## config.mk

```make
export PLATFORM = sky130hd
export DESIGN_NAME = avg_pool_div_seq
export DESIGN_NICKNAME = d
export VERILOG_FILES = /design/src/rtl/avg_pool_div_seq.sv
export SDC_FILE = /design/constraint.sdc
export NUM_CORES = 1
export LEC_CHECK = 0
export CAP_MARGIN = 20
export CORE_MARGIN = 8
export CORE_UTILIZATION = 60
export DETAILED_ROUTE_END_ITERATION = 8
export DONT_BUFFER_PORTS = 1
export GPL_TIMING_DRIVEN = 1
export PLACE_DENSITY = 0.76
export SLEW_MARGIN = 20
export SYNTH_ARGS = -nofsm -noshare
export SYNTH_HDL_FRONTEND = slang
export SYNTH_SLANG_ARGS = --single-unit
```

## constraint.sdc

```tcl
create_clock -name clk -period 6.75 [get_ports clk]
set_clock_uncertainty 0.2 [all_clocks]
set_input_delay 0.675 -clock clk [delete_from_list [all_inputs] [get_ports clk]]
set_output_delay 0.675 -clock clk [all_outputs]
set_load 0.05 [all_outputs]
```

## src/rtl/avg_pool_div_seq.sv

```systemverilog
// Average-pooling front end for the fixed-point serial divider.
// Sums one window of sign-magnitude samples and divides by its length.
module avg_pool_div_seq #(
  parameter int N     = 32,
  parameter int Q     = 15,
  parameter int CNT_W = 8
) (
  input  logic         clk,
  input  logic         rst_n,
  input  logic         in_valid,
  output logic         in_ready,
  input  logic [N-1:0] in_data,
  input  logic         in_last,
  output logic [N-1:0] div_dividend,
  output logic [N-1:0] div_divisor,
  output logic         div_start,
  input  logic [N-1:0] div_quotient,
  input  logic         div_complete,
  output logic         out_valid,
  input  logic         out_ready,
  output logic [N-1:0] out_data,
  output logic         out_sat
);

  localparam int AW = N + CNT_W;
  localparam int PADW = N - CNT_W - Q;

  typedef enum logic [2:0] {
    S_ACC,
    S_LAUNCH,
    S_WAIT_BUSY,
    S_WAIT_DONE,
    S_OUT
  } state_t;

  state_t state_q, state_d;

  logic [AW-1:0]    acc_q, acc_d;
  logic [CNT_W-1:0] cnt_q, cnt_d;
  logic             sat_q, sat_d;
  logic [N-1:0]     dvd_q, dvd_d;
  logic [N-1:0]     dvs_q, dvs_d;
  logic [N-1:0]     odata_q, odata_d;
  logic             osat_q, osat_d;

  logic [AW-1:0]    in_ext;
  logic [AW-1:0]    acc_sum;
  logic [AW-1:0]    sum_abs;
  logic             sum_neg;
  logic             sum_big;
  logic [N-2:0]     sum_mag;
  logic [CNT_W-1:0] cnt_inc;
  logic             close;

  // Sign-magnitude to two's complement; -0 negates to 0.
  always_comb begin
    in_ext = {{(CNT_W+1){1'b0}}, in_data[N-2:0]};
    if (in_data[N-1]) begin
      in_ext = -in_ext;
    end
  end

  assign acc_sum = acc_q + in_ext;
  assign cnt_inc = cnt_q + CNT_W'(1);
  assign close   = in_last || (cnt_inc == '1);

  // Window sum back to sign-magnitude with clamping.
  assign sum_neg = acc_sum[AW-1];
  assign sum_abs = sum_neg ? -acc_sum : acc_sum;
  assign sum_big = |sum_abs[AW-1:N-1];
  assign sum_mag = sum_big ? '1 : sum_abs[N-2:0];

  always_comb begin
    state_d   = state_q;
    acc_d     = acc_q;
    cnt_d     = cnt_q;
    sat_d     = sat_q;
    dvd_d     = dvd_q;
    dvs_d     = dvs_q;
    odata_d   = odata_q;
    osat_d    = osat_q;
    in_ready  = 1'b0;
    div_start = 1'b0;
    out_valid = 1'b0;
    unique case (state_q)
      S_ACC: begin
        in_ready = 1'b1;
        if (in_valid) begin
          acc_d = acc_sum;
          cnt_d = cnt_inc;
          if (close) begin
            dvd_d   = {sum_neg, sum_mag};
            dvs_d   = {{PADW{1'b0}}, cnt_inc, {Q{1'b0}}};
            sat_d   = sum_big;
            state_d = S_LAUNCH;
          end
        end
      end
      S_LAUNCH: begin
        // Divider may still be running a stale op.
        div_start = div_complete;
        if (div_complete) begin
          state_d = S_WAIT_BUSY;
        end
      end
      S_WAIT_BUSY: begin
        if (!div_complete) begin
          state_d = S_WAIT_DONE;
        end
      end
      S_WAIT_DONE: begin
        if (div_complete) begin
          odata_d = div_quotient;
          osat_d  = sat_q;
          state_d = S_OUT;
        end
      end
      S_OUT: begin
        out_valid = 1'b1;
        if (out_ready) begin
          acc_d   = '0;
          cnt_d   = '0;
          sat_d   = 1'b0;
          state_d = S_ACC;
        end
      end
      default: begin
        state_d = S_ACC;
      end
    endcase
  end

  always_ff @(posedge clk or negedge rst_n) begin
    if (!rst_n) begin
      state_q <= S_ACC;
      acc_q   <= '0;
      cnt_q   <= '0;
      sat_q   <= 1'b0;
      dvd_q   <= '0;
      dvs_q   <= '0;
      odata_q <= '0;
      osat_q  <= 1'b0;
    end else begin
      state_q <= state_d;
      acc_q   <= acc_d;
      cnt_q   <= cnt_d;
      sat_q   <= sat_d;
      dvd_q   <= dvd_d;
      dvs_q   <= dvs_d;
      odata_q <= odata_d;
      osat_q  <= osat_d;
    end
  end

  assign div_dividend = dvd_q;
  assign div_divisor  = dvs_q;
  assign out_data     = odata_q;
  assign out_sat      = osat_q;

  a_cnt_nonzero: assert property (
    @(posedge clk) disable iff (!rst_n)
    (state_q == S_LAUNCH) |-> (cnt_q != '0)
  );

  a_operands_stable: assert property (
    @(posedge clk) disable iff (!rst_n)
    (state_q != S_ACC) |=> $stable(dvd_q) && $stable(dvs_q)
  );

  a_out_hold: assert property (
    @(posedge clk) disable iff (!rst_n)
    (out_valid && !out_ready) |=> out_valid && $stable(odata_q)
  );

endmodule

```

Yosys cells after proc, flatten, opt, wreduce, memory -nomap -nowiden

Index checks and enable logic that the tools add are counted.

Register bits: 125
Input port bits: 70
Word-level logic and storage cells: 55

$add $sub $neg: 4
Equality and inequality tests: 11
Muxes and demuxes: 23
Reductions and logical operators: 9

Operator list:

| operator              | count |
|---|---|
| $mux W40              | 4 |
| $pmux W40 S2          | 1 |
| $add A40 B40 Y40      | 1 |
| $neg A31 Y40          | 1 |
| $neg A40 Y40          | 1 |
| $mux W31              | 1 |
| $mux W3               | 6 |
| $mux W8               | 2 |
| $pmux W8 S2           | 1 |
| $pmux W3 S5           | 1 |
| $ne A2 B2 Y1 const B  | 6 |
| $reduce_or A9 Y1      | 1 |
| $add A8 B1 Y8 const B | 1 |
| $eq A8 B8 Y1 const B  | 1 |
| $eq A3 B2 Y1 const B  | 2 |
| $mux W1               | 6 |
| $reduce_and A3 Y1     | 2 |
| $reduce_and A6 Y1     | 1 |
| $reduce_and A4 Y1     | 1 |
| $eq A3 B1 Y1 const B  | 1 |
| $eq A3 B3 Y1 const B  | 1 |
| $logic_not A3 Y1      | 1 |
| $pmux W1 S2           | 1 |
| $reduce_and A2 Y1     | 1 |
| other kinds (2)       | 2 |

Logic depth before layout (Yosys ltp)

Gate-level depths: netlist of the first run.

Depth after elaboration: 9
Mapped depth: 27
Depth with buffers taken out: 23

Least setup slack after synthesis of the first run

Ideal clock, no wire load.

Kind: input to register
From: in in_data[3]
To: reg dvd_q[1] (netlist: div_dividend[1])
Library setup time: 130 ps
Arrival: 6021 ps
Required time: 6420 ps
Path slack: 400 ps
Stages: 25
Path buffers: 4
Cells stage by stage: nor3_1 > nand3b_1 > or3_1 > or4_1 > nand2b_1 > or4_1 > clkbuf_1 > o21ai_0 > xnor2_1 > ha_1 > clkbuf_1 > nand4_1 > nor3_1 > and3_1 > a41o_1 > o21a_1 > or3_1 > a2111oi_4 > and4_1 > a41o_1 > xor2_1 > and4_1 > buf_6 > buf_12 > a21oi_4

Longest elaborated chain between the ends: 7

RTL lines:

| item                 | line | source |
|---|---|---|
| start, declared      | 12   | `input logic [N-1:0] in_data,` |
| $neg A31 Y40         | 59   | `in_ext = -in_ext;` |
| $mux W40 *           | 58   | `if (in_data[N-1]) begin` |
| $add A40 B40 Y40 *   | 63   | `assign acc_sum = acc_q + in_ext;` |
| $neg A40 Y40         | 69   | `assign sum_abs = sum_neg ? -acc_sum : acc_sum;` |
| $mux W40 *           | 69   |  |
| $reduce_or A9 Y1     | 70   | `assign sum_big = \|sum_abs[AW-1:N-1];` |
| $mux W31 *           | 71   | `assign sum_mag = sum_big ? '1 : sum_abs[N-2:0];` |
| end signal, assigned | 148  | `dvd_q <= dvd_d;` |
| end, declared        | 41   | `logic [N-1:0] dvd_q, dvd_d;` |

Every way passes the cells marked *; elsewhere a longest branch is shown, timed or not.
A chain may end at the register's enable or synchronous reset.

Final worst setup path of the first run

From: in in_data[3]
To: reg dvd_q[27] (netlist: div_dividend[27])

Same word-level chain as after synthesis.

==> flow_summary.toml, run 1 <==
[worst_setup_path]
regToRegEndpoint = "div_dividend[27]"
cp_max_fo = 10
cp-end-kind = "flip-flop"
rr_startpoint = "acc_q[0]"
reg2regPathDepth = 17
crit_required_ns = 6.86
crit_type = "input port to flip-flop"
setup.worst_path.start_class = "input port"
rrSetupSlack_ns = 1.72
crit_arrival_ns = 6.59

[global_routing]
grt_max_degree = 126
track_usage_pct = 25.6
antenna_found_initial = 0
grt_pass1_wl_mm = 41.2
grt_pass1_vias = 7805
gr-total-overflow = 0

[sta]
post-route-period-util_pct = 95.9
fin_crit_ns = 6.48
relSlewSlack_pct = 31.0
max_freq_ghz = 0.154
slew_violations = 0
rsz0062_at_grt = "false"
hold_viol = 0
finalSetupViolCount = 0
worst_slack_ns = 0.274
tightest_slew_ns = 1.03

[clock_network]
htree_levels = 4
insertion_delay_ns = 0.44
cts_tree = "done"
cts.sinks = 125
cts_made_buffers = 17
cts.path.max_buffers = 2
cts.root.buffer_cell = "clkbuf_16"
clkTransAtPathRegs_ns = 0.07

[synth]
synth_top_cell_area_share_pct = 32.1
synth.yosys.seq_area_share_pct = 32.1
synth_edf_count = 0
synth_most_common_cell = "dfrtp_1"
avgSynthCellArea_um2 = 9.03
synthTopCellsByArea = "dfrtp_1 32%, ha_1 5.8%, xnor2_1 5.5%"
synthTopCellsByCount = "125 x dfrtp_1, 112 x nand2_1, 97 x nor2_1, 71 x o21ai_0, 61 x xnor2_1"
ys.flop_type = "dfrtp_1"
synth_seq_cells = 125
yosys.area.top_type = "dfrtp_1"
async_reset_ff_share_pct = 100
yosysUniqueCellTypes = 88
ys_warn_count = 0
netlist_area_um2 = 9730
syn-instance-count = 1078

[pwr]
p_int_mw = 2.83
pwr-share-comb_pct = 57.9
switching_share_pct = 54.6
power_density_nw_per_um2 = 589
p_switching_mw = 3.41
ir_drop_uv = 353
pwr-share-seq_pct = 28.1
p_leak_nw = 4.38
clockPowerShare_pct = 14.0

[detailed_routing]
vias = 8184
via_per_inst = 6.22
drc = 0
drtAntennaViolNets = 0
post_drt_wl_per_cell_um = 19.6
drt_wl_total_mm = 25.8
dr.pass1.iters = 5
drt_iter0_drc = 704

[finish]
syn_to_final_growth_pct = 9.05
utilization_pct = 66.8
final_layout_size_suffix_gt1_share_pct = 16.0
postLayoutCellArea_um2 = 10600
nFillCells = 1300
num_antenna_cells = 0
nNetsFinal = 1202

[floorplanning]
rows = 46
die_x_um = 143
start_util_pct = 61.3
core_area_um2 = 15900
die_y_um = 143
io_pins = 170
die_area_um2 = 20500

[placement]
placed_area_um2 = 10000
routabilityCongestion = 0.975
pre_cts_slack_ns = -0.0476
dpl.hpwl_mm = 19.6
numPortBuffers = 0

[run]
drv_cap = 0

[hold_path]
hold_class = "input port to asynchronous set/reset pin"

[status]
status = "finished, final reports clean"
==> how the worst max path moves through the flow <==
stage	from	end	slack (ns)	depth (start not counted)
2_1_floorplan	in_data[3]	div_dividend[1]	0.40	25
3_3_place_gp	in_data[3]	div_dividend[27]	0.03	22
3_5_place_dp	in_data[3]	div_dividend[22]	-0.05	22
4_1_cts	in_data[3]	div_dividend[27]	0.37	22
5_1_grt	in_data[3]	div_dividend[27]	0.01	22
6_report	in_data[3]	div_dividend[27]	0.27	22
==> timing repair <==
item | CTS | global route
hold buffers | 1 | 0
hold endpoints to repair | 125 | 0
setup buffers | 0 | 1
gates resized for setup | 0 | 4
endpoints found under the setup margin | 0 | 24
==> worst max-delay path: stages <==
cell and delay, ns:
nor3_1 0.24, nand3b_1 0.13, or3_1 0.36, or4_1 0.46, nand2b_1 0.22, or4_1 0.61, o21ai_0 0.24, xnor2_1 0.10
ha_1 0.35, nand4_1 0.18, nor3_1 0.34, and3_1 0.21, a41o_1 0.21, or2_1 0.19, xor2_1 0.21, or4_1 0.55
nor2_1 0.18, a41oi_1 0.15, a311oi_1 0.32, and4_4 0.40, buf_12 0.20, a21oi_4 0.06
==> stage by stage <==
stage	instances	setup TNS (ns)	total power, mW	hold slack (ns)
finish	1315	0	6.25	0.00657
floorplan	1101	0	4.38	0.179
global route	1315	0	6.64	0.0208
CTS	1314	0	6.21	0.0285
detailed placement	1281	-0.895	5.29	0.182
global placement	1281	0	5.24	0.182
==> cells in the final DEF (no fill, tap or decap), drive strengths merged, types with 22 or more instances in the layout <==
cell type / n
a21oi: 88
a22o: 24
buf: 44
conb: 24
dfrtp: 125
ha: 45
inv: 26
mux2: 37
nand2: 112
nand3: 22
nand4: 22
nor2: 98
nor3: 23
o21ai: 82
xnor2: 62
xor2: 31
==> power by group through the flow <==
stage / sequential, mW / combinational, mW / clock [mW]
6_report: 1.76 / 3.62 / 0.874
4_1_cts: 1.76 / 3.56 / 0.890
5_1_grt: 1.79 / 3.93 / 0.923
3_3_place_gp: 1.77 / 3.47 / 0
2_1_floorplan: 1.68 / 2.69 / 0
3_5_place_dp: 1.78 / 3.52 / 0
==> logic make-up (layout without fill, tap and decap cells) <==
family	Yosys count	count (layout)	synth area share [%]
multiplexers	39	39	4.49
XOR/XNOR	93	93	8.45
buffers and inverters	96	94	5.34
AO/OA/AOI/OAI	313	313	25.1
other	1	24	0.0385
AND/OR/NAND/NOR	365	365	18.5
adder cells (fa/ha/maj)	46	46	5.99
flip-flops	125	125	32.1
==> final cells by class <==
class | count | area [um2] | area share (%)
Sequential cell | 125 | 3130 | 29.5
Inverter | 18 | 67.6 | 0.637
Clock buffer | 17 | 425 | 4.01
Clock inverter | 15 | 129 | 1.21
Tap cell | 216 | 270 | 2.55
Timing Repair Buffer | 44 | 388 | 3.66
Multi-Input combinational cell | 880 | 6200 | 58.5
==> layer usage <==
| metal | GRT usage, % | share of wire [%] |
|---|---|---|
| met3 | 5.91 | 7.5 |
| met2 | 42.6 | 49 |
| met1 | 31.0 | 40 |
| met5 | 0 | 0 |
| met4 | 11.3 | 3.3 |
==> flip-flops by register name (all words and copies together), names as in the netlist <==
name          flops
cnt_q             8
div_divisor       8
acc_q            40
sat_q             1
out_data         32
state_q           3
out_sat           1
div_dividend     32
Power figures use the tool's default switching activity.
==> run 2: changes to the inputs <==
CORE_ASPECT_RATIO = 0.9   (was not set)
==> run 2 against run 1 <==
Worst hold slack improved by 0.027 ns. First-iteration DRC count increased by 2.1%. Largest cell class unchanged. Highest routed layer unchanged. Core utilization decreased by 0.079 points. Combinational power increased by 1%.
==> flow_summary.toml, run 2 (synthesis results as in run 1) <==
[floorplanning]
core_area_um2 = 16000
start_util_pct = 60.7
die_y_um = 137
die_x_um = 150
rows = 44
die_area_um2 = 20600
io_pins = 170

[sta]
worst_slack_ns = 0.408
post-route-period-util_pct = 94.0
hold_viol = 0
rsz0062_at_grt = "false"
fin_crit_ns = 6.34
tightest_slew_ns = 1.08
max_freq_ghz = 0.158
holdWs_ns = 0.0331
slew_violations = 0
finalSetupViolCount = 0
relSlewSlack_pct = 26.9

[finish]
final_layout_size_suffix_gt1_share_pct = 16.0
num_antenna_cells = 0
final_cell_mix = "125 x dfrtp_1, 112 x nand2_1, 97 x nor2_1"
top_register = "acc_q"
nNetsFinal = 1207
postLayoutCellArea_um2 = 10700
syn_to_final_growth_pct = 9.85
mostFrequentLayoutCell = "dfrtp_1"
largest_reg_flops = 40
utilization_pct = 66.7

[detailed_routing]
dr.pass1.iters = 5
drt_iter0_drc = 719
drt_wl_total_mm = 26.8
post_drt_wl_per_cell_um = 20.4
drc = 0
vias = 8333
via_per_inst = 6.36
drtAntennaViolNets = 0

[worst_setup_path]
setup.worst_path.start_class = "input port"
crit_chain = "nor3_1 -> nand3b_1 -> or3_1 -> or4_1 -> nand2b_1 -> or4_1 -> o41ai_1 -> xnor2_1 -> ha_1 -> a21oi_1 -> o21ai_0 -> buf_4 -> a211oi_1 -> o21ai_0 -> or3_1 -> a32oi_1 -> nand4_1 -> a32oi_1 -> o221ai_2 -> a311oi_1 -> and4_4 -> buf_12 -> a21oi_4"
cp_slowest_stage_delay_ns = 0.60
crit_type = "input port to flip-flop"
crit_arrival_ns = 6.44
cp-end-kind = "flip-flop"
cp_max_fo = 10
cp_slowest_cell = "or4_1"
crit_required_ns = 6.85

[clock_network]
clkTransAtPathRegs_ns = 0.05
htree_levels = 4
cts.path.max_buffers = 2
cts.root.buffer_cell = "clkbuf_16"
cts.sinks = 125
insertion_delay_ns = 0.42
cts_made_buffers = 17
cts_tree = "done"
cts_setup_buffers = 0

[global_routing]
gr-total-overflow = 0
grt_pass1_vias = 7954
grt_max_degree = 126
track_usage_pct = 26.1
antenna_found_initial = 0
grt_pass1_wl_mm = 42.3

[placement]
routabilityCongestion = 0.998
placed_area_um2 = 10000
numPortBuffers = 0
pre_cts_slack_ns = -0.0618
dpl.hpwl_mm = 20.2

[pwr]
ir_drop_uv = 462
power_density_nw_per_um2 = 598
p_leak_nw = 4.42
power.total_mw = 6.40

[status]
status = "finished, final reports clean"

[hold_path]
hold_class = "input port to asynchronous set/reset pin"

[run]
drv_cap = 0
[run 2: worst paths after layout]
check,slack (ns),endpoint,cells after the start,from
max reg2reg,1.82,div_dividend[30],16,acc_q[0]
min reg2reg,0.29,acc_q[13],2,acc_q[13]
min,0.03,out_data[13],1,rst_n
max,0.41,div_dividend[30],23,in_data[3]
max in group asynchronous,5.88,acc_q[33],1,rst_n
min in group clk,0.16,state_q[2],1,out_ready
[run 2: layout make-up]
cell class / count / area, um2
clock inverter: 10 / 165
timing repair buffer: 49 / 413
multi-input combinational: 880 / 6210
tap: 207 / 259
sequential: 125 / 3130
clock buffer: 21 / 450
fill: 1281 / 5330
inverter: 18 / 67.6
[run 2: per-stage QoR]
stage | cells | TNS [ns]
after floorplan | 1101 | 0
after global placement | 1278 | 0
after detailed placement | 1278 | -1.21
after CTS | 1310 | 0
after global routing | 1310 | 0
final | 1310 | 0
[run 2: power breakdown]
part	internal, mW	switching [mW]	leakage [nW]
clock network	0.626	0.347	0.289
logic	1.35	2.31	2.70
registers	1.02	0.745	1.43
[run 2: per-layer routing]
metal | track usage, % | share of wire [%] | vias to the layer above
met5 | 0 | 0 | -
met4 | 8.54 | 2.9 | 0
met3 | 6.31 | 7.2 | 61
met2 | 43.8 | 49 | 300
met1 | 32.4 | 41 | 4050
li1 | - | - | 3922
[run 2: repair_timing]
| action | CTS | global route |
|---|---|---|
| setup endpoints to repair | 0 | 31 |
| hold endpoints to repair | 125 | 0 |
| gates resized for setup | 0 | 3 |
| hold buffers | 1 | 0 |
[run 2: critical path, delay by kind of cell]
| kind | cells | cell delay [ns] |
|---|---|---|
| AND/OR/NAND/NOR | 9 | 2.88 |
| AO/OA/AOI/OAI | 10 | 2.00 |
| buffers and inverters | 2 | 0.37 |
| adder cells (fa/ha/maj) | 1 | 0.32 |
| XOR/XNOR | 1 | 0.17 |
==> run 3: changes to the inputs <==
ABC_AREA = 0   (was not set)
==> results of run 3 <==
Same layout as run 2: the final DEF is identical, and so are final timing and power.
